--- src/rtl/rto_pkg.sv ---
// Shared types and constants for the RTO timestamp scheduler.
// Field positions match the default 128-bit command FIFO word.
package rto_pkg;

  localparam int TS_WIDTH_D       = 64;
  localparam int DATA_WIDTH_D     = 64;
  localparam int LATE_CNT_WIDTH_D = 16;
  localparam int TS_MSB           = 127;
  localparam int TS_LSB           = 64;

  typedef enum logic [1:0] {
    IDLE,
    WAIT,
    FLUSH
  } state_t;

  function automatic logic [LATE_CNT_WIDTH_D-1:0] sat_inc16(
    input logic [LATE_CNT_WIDTH_D-1:0] v
  );
    return (&v) ? v : v + LATE_CNT_WIDTH_D'(1);
  endfunction

endpackage

--- src/rtl/rto_timestamp_counter.sv ---
// Free-running timestamp counter with run gate and clear.
// Clear wins over run; the count wraps naturally at all-ones.
module rto_timestamp_counter
  import rto_pkg::*;
#(
  parameter int WIDTH = TS_WIDTH_D
) (
  input  logic             clk,
  input  logic             reset,
  input  logic             run,
  input  logic             clear,
  output logic [WIDTH-1:0] count
);

  always_ff @(posedge clk) begin
    if (reset || clear) begin
      count <= '0;
    end else if (run) begin
      count <= count + WIDTH'(1);
    end
  end

endmodule

--- src/rtl/rto_scheduler.sv ---
// Holds one FIFO entry and releases its payload when the
// timestamp counter matches; late entries are dropped and counted.
module rto_scheduler
  import rto_pkg::*;
#(
  parameter int TS_WIDTH       = TS_WIDTH_D,
  parameter int DATA_WIDTH     = DATA_WIDTH_D,
  parameter int FIFO_WIDTH     = TS_WIDTH + DATA_WIDTH,
  parameter int LATE_CNT_WIDTH = LATE_CNT_WIDTH_D
) (
  input  logic                      clk,
  input  logic                      reset,
  input  logic                      flush,
  input  logic                      run,
  input  logic                      counter_clear,
  input  logic [FIFO_WIDTH-1:0]     fifo_dout,
  input  logic                      fifo_empty,
  output logic                      fifo_rd_en,
  output logic                      rto_out_valid,
  output logic [DATA_WIDTH-1:0]     rto_out_data,
  output logic [TS_WIDTH-1:0]       counter,
  output logic                      busy,
  output logic                      late_error,
  output logic [LATE_CNT_WIDTH-1:0] late_count
);

  state_t                state;
  state_t                state_n;
  logic [TS_WIDTH-1:0]   hold_ts;
  logic [DATA_WIDTH-1:0] hold_data;
  logic                  load;
  logic                  hit;
  logic                  late;
  logic                  clr;

  logic [TS_WIDTH-1:0]   head_ts;
  logic [DATA_WIDTH-1:0] head_data;

  assign head_ts   = fifo_dout[FIFO_WIDTH-1 -: TS_WIDTH];
  assign head_data = fifo_dout[DATA_WIDTH-1:0];

  rto_timestamp_counter #(
    .WIDTH(TS_WIDTH)
  ) u_counter (
    .clk  (clk),
    .reset(reset),
    .run  (run),
    .clear(counter_clear),
    .count(counter)
  );

  // Reset gates the pop so a reset mid-WAIT never consumes an entry.
  always_comb begin
    state_n    = state;
    fifo_rd_en = 1'b0;
    load       = 1'b0;
    hit        = 1'b0;
    late       = 1'b0;
    clr        = 1'b0;
    if (!reset) begin
      if (flush && state != FLUSH) begin
        state_n = FLUSH;
        clr     = 1'b1;
      end else begin
        unique case (state)
          IDLE: begin
            if (!fifo_empty && !flush) begin
              fifo_rd_en = 1'b1;
              load       = 1'b1;
              state_n    = WAIT;
            end
          end
          WAIT: begin
            if (counter == hold_ts) begin
              hit     = 1'b1;
              state_n = IDLE;
            end else if (counter > hold_ts) begin
              late    = 1'b1;
              state_n = IDLE;
            end
          end
          FLUSH: begin
            clr        = 1'b1;
            fifo_rd_en = !fifo_empty;
            if (fifo_empty) begin
              state_n = IDLE;
            end
          end
          default: state_n = IDLE;
        endcase
      end
    end
  end

  always_ff @(posedge clk) begin
    if (reset) begin
      state         <= IDLE;
      hold_ts       <= '0;
      hold_data     <= '0;
      rto_out_valid <= 1'b0;
      rto_out_data  <= '0;
      late_error    <= 1'b0;
      late_count    <= '0;
    end else begin
      state         <= state_n;
      rto_out_valid <= hit;
      if (hit) begin
        rto_out_data <= hold_data;
      end
      if (clr) begin
        hold_ts    <= '0;
        hold_data  <= '0;
        late_error <= 1'b0;
        late_count <= '0;
      end else begin
        if (load) begin
          hold_ts   <= head_ts;
          hold_data <= head_data;
        end
        if (late) begin
          late_error <= 1'b1;
          if (!(&late_count)) begin
            late_count <= late_count + LATE_CNT_WIDTH'(1);
          end
        end
      end
    end
  end

  assign busy = (state != IDLE);

endmodule

--- config.mk ---
export PLATFORM = sky130hd
export DESIGN_NAME = rto_scheduler
export DESIGN_NICKNAME = d
export VERILOG_FILES = /design/src/rtl/rto_pkg.sv /design/src/rtl/rto_timestamp_counter.sv /design/src/rtl/rto_scheduler.sv
export SDC_FILE = /design/constraint.sdc
export NUM_CORES = 1
export LEC_CHECK = 0
export CAP_MARGIN = 20
export CELL_PAD_IN_SITES_DETAIL_PLACEMENT = 1
export CELL_PAD_IN_SITES_GLOBAL_PLACEMENT = 1
export CORE_ASPECT_RATIO = 0.6
export CORE_MARGIN = 2
export CORE_UTILIZATION = 40
export DETAILED_ROUTE_END_ITERATION = 10
export GPL_ROUTABILITY_DRIVEN = 0
export PLACE_DENSITY = 0.93
export SKIP_LAST_GASP = 1
export SYNTH_ARGS = -nofsm -noshare
export SYNTH_HDL_FRONTEND = slang
export SYNTH_SLANG_ARGS = --single-unit
--- constraint.sdc ---
create_clock -name clk -period 6.1 [get_ports clk]
set_clock_uncertainty 0.05 [all_clocks]
set_input_delay 1.525 -clock clk [delete_from_list [all_inputs] [get_ports clk]]
set_output_delay 1.525 -clock clk [all_outputs]
set_load 0.01 [all_outputs]
==> flow_metrics.py, run 1 <==
metrics = {
    "run_status": {
        "run_status": "complete, no violations",
    },
    "timing": {
        "tns_ns": 0,
        "finalHoldViolCount": 0,
        "setup_repair_after_global_routing_missed_its_margin": "no",
        "slew_headroom": 0.328,
        "timing_worst_slew_pin_value_ns": 1.00,
        "timing.final.crit_share": 0.782,
        "period_needed_ns": 4.77,
        "finalSetupViolCount": 0,
        "maxClockFrequency_mhz": 210,
        "slew_viol_final": 0,
    },
    "setup_path": {
        "critical_path.endpoint_type": "output port",
        "cp_data_arrival_time_ns": 3.20,
        "setup.worst_path.class": "input port to output port",
        "crit_chain": "clkdlybuf4s50_1 -> a2111oi_0 -> clkdlybuf4s50_1",
        "worstPathMaxFanout": 7,
        "timing.critical_path.max_delay_family": "buffers and inverters",
        "worst_setup_path_startpoint": "flush",
        "timing.critical_path.required_ns": 4.53,
        "cp_slowest_cell": "clkdlybuf4s50_1",
        "critPathMaxStageDelay_ns": 0.62,
        "worst-path-buf-inv": 2,
        "worstReg2RegStart": "u_counter.count[54]",
        "critPathMostFrequentCell": "clkdlybuf4s50_1",
        "timing.critical_path.from_type": "input port",
    },
    "floorplanning": {
        "design.die.area_sq_mm": 0.0321,
        "number_of_rows_created_at_floorplan": 49,
        "placeableCoreArea_sq_mm": 0.0300,
        "die_h_um": 139,
        "horizontal_extent_of_the_die_um": 230,
        "floorplan.initialDensity": 0.407,
        "design.portCount": 282,
    },
    "global_routing": {
        "grt_start_max_net_pins": 87,
        "grt_util_all_layers": 0.264,
        "grt_first_pass_wirelength_mm": 68.7,
        "globalRouteOverflowTotal": 0,
        "first_global_vias": 12600,
        "number_of_antenna_violations_at_the_first_check_in_global_routing": 3,
    },
    "clock_tree": {
        "cts.reportedPaths.clkPinSlew_ns": 0.06,
        "numClockSinks": 276,
        "cts_tree": "yes",
        "cts_made_buffers": 28,
        "post_cts_hold_buffer_count": 0,
        "cts_root_buf": "clkbuf_16",
        "post_cts.resized_instances": 0,
        "ctsHtreeMaxLevel": 1,
        "clk_latency_ns": 0.57,
        "ctsLongestPathBuffers": 3,
        "post-cts-setup-buffers": 0,
    },
    "synth": {
        "post_synth_and_or_nand_nor_area_fraction": 0.266,
        "ys_seq_area_frac": 0.452,
        "synth-warning-count": 0,
        "synth_largest_type_area_fraction": 0.452,
        "synth_compound_gate_area_share": 0.131,
        "yosys.area_share.adder": 0.0675,
        "post_synth_main_area_contributors": "dfxtp_1, nor3_1, ha_1",
        "synth_cells": 1497,
        "synth_cell_types": 53,
        "syn_avg_cell_area_sq_um": 8.17,
        "flops_latches_synth": 276,
        "synth_area_leader_cell": "dfxtp_1",
        "yosys-mux-area-fraction": 0.00327,
        "synth-main-ff-cell": "dfxtp_1",
        "synthesis.area_sq_mm": 0.0122,
        "postSynthNetCount": 1697,
        "async_reset_ff_frac": 0,
        "post_synth_xor_area_fraction": 0.0258,
        "combinational_family_with_the_most_area_after_synthesis": "simple AND/OR/NAND/NOR gates",
        "synth_edf_count": 0,
    },
    "pwr": {
        "p_per_area_mw_per_mm2": 251,
        "p_leak_nw": 5.51,
        "peakVddDrop_uv": 229,
        "fin_total_pwr_mw": 4.10,
    },
    "route": {
        "routed-via-count": 12000,
        "wl_mm": 43.3,
        "post_drt_wl_per_cell_um": 20.1,
        "detailedRoute.firstPassIterationCount": 5,
        "antenna_violating_nets_post_route": 0,
        "post_drt_via_cell_ratio": 5.56,
        "post-route-drc-count": 0,
        "number_of_violations_reported_at_the_end_of_detailed_routing_iteration_0": 686,
    },
    "cells_and_area": {
        "finish.net_count": 1922,
        "areaGrowthSynthToFinish_pct": 33.6,
        "layout_common_cells": "clkdlybuf4s50_1, dfxtp_1, nor3_1, nand2_1, nor2_1",
        "mostFrequentLayoutCell": "clkdlybuf4s50_1",
        "num-fill-cells": 3524,
        "drive_above_1_share": 0.0476,
    },
    "placed_design": {
        "dp_hpwl_mm": 30.3,
        "io_buffers": 281,
    },
    "flow_run": {
        "max-cap-violations": 0,
    },
    "hold_path": {
        "hold_crit_class": "flop to flop",
        "min-delay-start": "rto_out_data[3]",
    },
}
logic make-up after synthesis:
logic type      after synthesis
fa+ha+maj                    66
xor+xnor                     36
flops                       276
compound gates              258
buf+inv                     178
mux                           4
simple gates                679
power by group:
part / total, mW / internal (mW) / leakage [nW] / switching, mW
Sequential: 1.84 / 1.83 / 2.23 / 0.0122
Clock: 1.94 / 1.18 / 0.520 / 0.759
Combinational: 0.329 / 0.135 / 2.76 / 0.193
Total: 4.10 / 3.14 / 5.51 / 0.964
stage by stage:
stage               cell area [sq um]  cells  setup WS (ns)  hold slack (ns)  utilization
global placement                15300   2100           1.37            0.389        0.509
CTS                             16300   2151           1.34            0.403        0.544
global route                    16300   2153           1.10            0.418        0.544
floorplan                       12200   1497           1.94            0.387            -
detailed placement              15300   2100           1.36            0.396        0.509
finish                          16300   2154           1.33            0.402        0.544
area by class of cell:
| class | instances | area, sq um | share of cell area |
|---|---|---|---|
| Antenna cell | 3 | 7.51 | 0.000459 |
| Clock buffer | 36 | 801 | 0.0490 |
| Clock inverter | 15 | 236 | 0.0145 |
| Inverter | 80 | 300 | 0.0184 |
| Multi-Input combinational cell | 1043 | 6060 | 0.371 |
| Sequential cell | 276 | 5530 | 0.338 |
| Tap cell | 408 | 510 | 0.0312 |
| Timing Repair Buffer | 293 | 2900 | 0.178 |
synth_stat cells, types with 5 or more instances:
| cell type | number |
|---|---|
| nor3_1 | 205 |
| inv_1 | 80 |
| and2_1 | 8 |
| nand2_1 | 187 |
| ha_1 | 66 |
| or2_2 | 5 |
| xor2_1 | 16 |
| nand3_1 | 38 |
| or3_1 | 24 |
| dfxtp_1 | 276 |
| o21a_1 | 5 |
| o21ai_0 | 30 |
| and3_1 | 7 |
| xnor2_1 | 20 |
| nand4_1 | 26 |
| nor4_1 | 13 |
| o31ai_1 | 11 |
| and4_1 | 8 |
| nor2_1 | 128 |
| a21oi_1 | 123 |
| or4_1 | 17 |
| clkbuf_1 | 90 |
| a211oi_1 | 65 |
flip-flops by register name, indices dropped and copies added (netlist names):
signal and cells:
late_count 16, hold_data 64, u_counter.count 64, hold_ts 64, late_error 1, rto_out_valid 1
state 2, rto_out_data 64
worst register-to-register path: cells and delay by family (launching register included):
kind | cells | cell delay [ns]
flops | 1 | 0.37
compound gates | 1 | 0.06
fa+ha+maj | 1 | 0.34
simple gates | 5 | 2.48
buf+inv | 1 | 0.39
metal layers:
metal / track usage / part of all wire / up-vias
li1: - / - / 5698
met1: 0.349 / 0.46 / 5909
met2: 0.438 / 0.46 / 274
met3: 0.0471 / 0.047 / 90
met4: 0.0866 / 0.034 / 2
met5: 0 / 0.00025 / -
worst paths after layout:
kind / endpoint / slack, ns / depth (start not counted)
worst max register to register: rto_out_data[11] / 2.29 / 8
worst min register to register: rto_out_data[3] / 0.40 / 2
worst min-delay path: rto_out_data[3] / 0.40 / 2
worst max-delay path: fifo_rd_en / 1.33 / 3
No activity file was read; power rests on OpenSTA's default activity.
==> run 2, diff against run 1 <==
--- a/config.mk
+++ b/config.mk
@@ -10,10 +10,10 @@
 export CELL_PAD_IN_SITES_GLOBAL_PLACEMENT = 1
 export CORE_ASPECT_RATIO = 0.6
 export CORE_MARGIN = 2
-export CORE_UTILIZATION = 40
+export CORE_UTILIZATION = 33
 export DETAILED_ROUTE_END_ITERATION = 10
 export GPL_ROUTABILITY_DRIVEN = 0
-export PLACE_DENSITY = 0.93
+export PLACE_DENSITY = 0.83
 export SKIP_LAST_GASP = 1
 export SYNTH_ARGS = -nofsm -noshare
 export SYNTH_HDL_FRONTEND = slang
==> constraint.sdc (replaced) <==
create_clock -name clk -period 3.9 [get_ports clk]
set_clock_uncertainty 0.05 [all_clocks]
set_input_delay 0.975 -clock clk [delete_from_list [all_inputs] [get_ports clk]]
set_output_delay 0.975 -clock clk [all_outputs]
set_load 0.01 [all_outputs]
==> flow_metrics.py, run 2 (synthesized netlist as in run 1, its figures left out) <==
metrics = {
    "hold_path": {
        "min-delay-start": "rto_out_data[6]",
        "hold_crit_class": "flop to flop",
    },
    "setup_path": {
        "timing.critical_path.required_ns": 2.87,
        "critical_path.endpoint_type": "output port",
        "setup.worst_path.class": "input port to output port",
        "cp_data_arrival_time_ns": 2.47,
        "worstReg2RegStart": "u_counter.count[24]",
        "timing.critical_path.from_type": "input port",
        "worstPathMaxFanout": 4,
        "worst_setup_path_startpoint": "fifo_empty",
    },
    "floorplanning": {
        "design.die.area_sq_mm": 0.0387,
        "floorplan.initialDensity": 0.336,
        "die_h_um": 153,
        "horizontal_extent_of_the_die_um": 253,
        "number_of_rows_created_at_floorplan": 54,
        "placeableCoreArea_sq_mm": 0.0364,
        "design.portCount": 282,
    },
    "timing": {
        "timing.final.crit_share": 0.895,
        "timing.final.ws_setup_ns": 0.409,
        "finalSetupViolCount": 0,
        "finalHoldViolCount": 0,
        "maxClockFrequency_mhz": 286,
        "timing_worst_slew_pin_value_ns": 0.811,
        "slew_viol_final": 0,
        "period_needed_ns": 3.49,
        "slew_headroom": 0.459,
        "setup_repair_after_global_routing_missed_its_margin": "no",
        "tns_ns": 0,
        "fin_worst_hold_slack_ns": 0.403,
    },
    "clock_tree": {
        "post_cts_hold_buffer_count": 0,
        "post_cts.resized_instances": 0,
        "post-cts-setup-buffers": 0,
        "cts_tree": "yes",
        "ctsHtreeMaxLevel": 1,
        "cts.reportedPaths.clkPinSlew_ns": 0.06,
        "clk_latency_ns": 0.55,
        "cts_root_buf": "clkbuf_16",
        "ctsLongestPathBuffers": 3,
        "numClockSinks": 276,
        "cts_made_buffers": 29,
    },
    "route": {
        "post-route-drc-count": 0,
        "antenna_violating_nets_post_route": 0,
        "post_drt_wl_per_cell_um": 19.2,
        "routed-via-count": 11800,
        "post_drt_via_cell_ratio": 5.26,
        "wl_mm": 43.1,
        "number_of_violations_reported_at_the_end_of_detailed_routing_iteration_0": 517,
        "detailedRoute.firstPassIterationCount": 4,
    },
    "pwr": {
        "clock_network_fraction_of_design_power": 0.440,
        "peakVddDrop_uv": 300,
        "netSwitchingPower_mw": 1.50,
        "p_leak_nw": 5.54,
        "power.share.sequential": 0.472,
        "cellInternalPower_mw": 4.59,
        "power.combinational.fraction": 0.088,
        "netSwitchingFraction": 0.246,
        "p_per_area_mw_per_mm2": 369,
        "fin_total_pwr_mw": 6.09,
    },
    "global_routing": {
        "grtUsageMet2": 0.360,
        "number_of_antenna_violations_at_the_first_check_in_global_routing": 8,
        "globalRouteOverflowTotal": 0,
        "grt_first_pass_wirelength_mm": 68.6,
        "grt.met3_usage": 0.0439,
        "grt_util_all_layers": 0.220,
        "first_global_vias": 12300,
        "grt.met1_usage": 0.297,
        "grt.busiest_layer": "met2",
        "grt_start_max_net_pins": 77,
    },
    "flow_run": {
        "max-cap-violations": 0,
    },
    "cells_and_area": {
        "areaGrowthSynthToFinish_pct": 34.7,
        "finish.net_count": 1938,
        "mostFrequentLayoutCell": "clkdlybuf4s50_1",
        "layout.core_utilization": 0.453,
        "drive_above_1_share": 0.0528,
        "design_area_sq_mm": 0.0165,
        "layout_common_cells": "clkdlybuf4s50_1, dfxtp_1, nor3_1, nand2_1, nor2_1",
        "num-fill-cells": 4280,
        "number_of_cells_in_the_finished_layout_apart_from_fillers": 2243,
    },
    "placed_design": {
        "dp_hpwl_mm": 31.0,
        "io_buffers": 281,
        "post_dp_cell_area_sq_mm": 0.0156,
        "place.detailed.instances": 2183,
        "pre_cts_ws_ns": 0.322,
    },
    "run_status": {
        "run_status": "complete, no violations",
    },
}
-- run 2: cell count changes in the layout (fill, tap and decap cells not counted), moves of 4 or more --
| cell | delta |
|---|---|
| buf_12 | +5 |
| bufinv_16 | -6 |
| clkbuf_1 | +7 |
| buf_4 | +10 |
| diode_2 | +4 |
-- run 2: critical path, cell delays in order --
cell	delay, ns
clkdlybuf4s50_1	0.47
a2111oi_0	0.40
clkdlybuf4s50_1	0.62
-- run 2: layout make-up --
cell class	count	area [sq um]	share of cell area
Clock buffer	44	852	0.0517
Sequential cell	276	5530	0.335
Inverter	80	300	0.0182
Multi-Input combinational cell	1043	6060	0.368
Tap cell	476	596	0.0361
Timing Repair Buffer	308	3080	0.187
Antenna cell	7	17.5	0.00106
Clock inverter	9	51.3	0.00311
-- run 2: power groups by stage --
stage / combinational (mW) / sequential [mW] / clock [mW]
floorplan: 0.261 / 2.93 / 0
global placement: 0.521 / 2.94 / 0
detailed placement: 0.532 / 2.94 / 0
CTS: 0.536 / 2.88 / 2.75
global route: 0.582 / 2.88 / 2.88
finish: 0.533 / 2.88 / 2.68
-- run 2: routing by layer --
layer / part of all wire / wire length (um)
met1: 0.47 / 20100
met3: 0.047 / 2030
met4: 0.015 / 627
met5: 0.00030 / 13
met2: 0.47 / 20300
-- run 2: final timing paths --
check | cells past startpoint | slack, ns | endpoint
max | 3 | 0.41 | fifo_rd_en
min | 2 | 0.40 | rto_out_data[6]
max reg2reg | 7 | 0.69 | u_counter.count[63]
min reg2reg | 2 | 0.40 | rto_out_data[6]
==> run 3, diff against run 2 <==
--- a/config.mk
+++ b/config.mk
@@ -11,6 +11,7 @@
 export CORE_ASPECT_RATIO = 0.6
 export CORE_MARGIN = 2
 export CORE_UTILIZATION = 33
+export CTS_CLUSTER_DIAMETER = 40
 export DETAILED_ROUTE_END_ITERATION = 10
 export GPL_ROUTABILITY_DRIVEN = 0
 export PLACE_DENSITY = 0.83
==> flow_metrics.py, run 3 (synthesized netlist as in run 1, its figures left out) <==
metrics = {
    "timing": {
        "period_needed_ns": 3.49,
        "timing_worst_slew_pin_value_ns": 0.813,
        "slew_viol_final": 0,
        "finalSetupViolCount": 0,
        "maxClockFrequency_mhz": 287,
        "finalHoldViolCount": 0,
        "fin_worst_hold_slack_ns": 0.402,
        "slew_headroom": 0.458,
        "tns_ns": 0,
        "setup_repair_after_global_routing_missed_its_margin": "no",
        "timing.final.ws_setup_ns": 0.410,
        "timing.final.crit_share": 0.895,
    },
    "setup_path": {
        "cp_slowest_cell": "clkdlybuf4s50_1",
        "timing.critical_path.from_type": "input port",
        "setup.worst_path.class": "input port to output port",
        "logic_depth_of_the_worst_register_to_register_path": 7,
        "crit_chain": "clkdlybuf4s50_1 -> a2111oi_0 -> clkdlybuf4s50_1",
        "critPathMostFrequentCell": "clkdlybuf4s50_1",
        "timing.critical_path.required_ns": 2.87,
        "critPathMaxStageDelay_ns": 0.62,
        "critical_path.endpoint_type": "output port",
        "cp_data_arrival_time_ns": 2.47,
        "worstPathMaxFanout": 4,
    },
    "floorplanning": {
        "floorplan.initialDensity": 0.336,
        "number_of_rows_created_at_floorplan": 54,
        "horizontal_extent_of_the_die_um": 253,
        "placeableCoreArea_sq_mm": 0.0364,
        "die_h_um": 153,
        "design.portCount": 282,
        "design.die.area_sq_mm": 0.0387,
    },
    "clock_tree": {
        "cts_made_buffers": 38,
        "post-cts-setup-buffers": 0,
        "cts_root_buf": "clkbuf_16",
        "cts_tree": "yes",
        "numClockSinks": 276,
        "clk_latency_ns": 0.53,
        "ctsLongestPathBuffers": 3,
        "post_cts_hold_buffer_count": 0,
        "post_cts.resized_instances": 0,
        "cts.reportedPaths.clkPinSlew_ns": 0.06,
        "ctsHtreeMaxLevel": 2,
    },
    "route": {
        "detailedRoute.firstPassIterationCount": 4,
        "post_drt_via_cell_ratio": 5.31,
        "post-route-drc-count": 0,
        "wl_mm": 43.8,
        "number_of_violations_reported_at_the_end_of_detailed_routing_iteration_0": 618,
        "post_drt_wl_per_cell_um": 19.4,
        "antenna_violating_nets_post_route": 0,
        "routed-via-count": 12000,
    },
    "run_status": {
        "run_status": "complete, no violations",
    },
    "cells_and_area": {
        "areaGrowthSynthToFinish_pct": 38.2,
        "mostFrequentLayoutCell": "clkdlybuf4s50_1",
        "number_of_cells_in_the_finished_layout_apart_from_fillers": 2257,
        "finish.net_count": 1947,
        "layout_common_cells": "clkdlybuf4s50_1, dfxtp_1, nor3_1, nand2_1, nor2_1",
        "layout.core_utilization": 0.464,
        "drive_above_1_share": 0.0626,
        "num-fill-cells": 4252,
    },
    "pwr": {
        "peakVddDrop_uv": 269,
        "p_per_area_mw_per_mm2": 418,
        "p_leak_nw": 5.74,
    },
    "global_routing": {
        "grt_start_max_net_pins": 77,
        "first_global_vias": 12500,
        "number_of_antenna_violations_at_the_first_check_in_global_routing": 8,
        "grt_util_all_layers": 0.224,
        "globalRouteOverflowTotal": 0,
        "grt_first_pass_wirelength_mm": 69.5,
    },
    "placed_design": {
        "pre_cts_ws_ns": 0.322,
        "place.detailed.instances": 2183,
        "dp_hpwl_mm": 31.0,
        "io_buffers": 281,
    },
    "hold_path": {
        "hold_crit_class": "flop to flop",
        "worstHoldPathCells": 2,
    },
    "flow_run": {
        "max-cap-violations": 0,
    },
}
==> run 3: cell types whose count changed in the layout (fill, tap and decap cells not counted), sizes merged <==
cell / delta
inv: +7
clkbuf: +3
clkinvlp: -1
bufinv: +5
==> run 3: worst max-delay path: cells and delay by family <==
family,cells,cell delay (ns)
AO/OA/AOI/OAI,1,0.40
buffers and inverters,2,1.09
==> run 3: final cells by class <==
class	count	area (sq um)	share of cell area
timing repair buffer	308	3080	0.182
sequential	276	5530	0.327
tap	476	596	0.0352
clock buffer	47	1050	0.0619
inverter	80	300	0.0178
antenna	7	17.5	0.00104
multi-input combinational	1043	6060	0.359
clock inverter	20	279	0.0165
==> run 3: layer usage <==
| layer | global-route usage | part of all wire |
|---|---|---|
| met3 | 0.0487 | 0.048 |
| met4 | 0.0730 | 0.022 |
| met2 | 0.365 | 0.47 |
| met1 | 0.296 | 0.46 |
| met5 | 0 | 0.00039 |
==> run 3: final timing paths <==
check                      startpoint                  end  slack, ns
setup / recovery           fifo_empty           fifo_rd_en       0.41
hold / removal       rto_out_data[36]     rto_out_data[36]       0.40
setup reg to reg  u_counter.count[24]  u_counter.count[63]       0.66
hold reg to reg      rto_out_data[36]     rto_out_data[36]       0.40
==> run 3: power breakdown <==
group / total (mW) / switching [mW] / leakage (nW) / internal [mW]
logic: 0.533 / 0.304 / 2.86 / 0.229
registers: 2.88 / 0.0185 / 2.23 / 2.86
clock network: 3.66 / 1.39 / 0.652 / 2.27
==> run 3: stage by stage <==
step | instance area (sq um) | total power, mW
4_1_cts | 16900 | 7.16
3_5_place_dp | 15600 | 3.47
5_1_grt | 16900 | 7.34
3_3_place_gp | 15600 | 3.46
6_report | 16900 | 7.07
2_1_floorplan | 12200 | 3.19
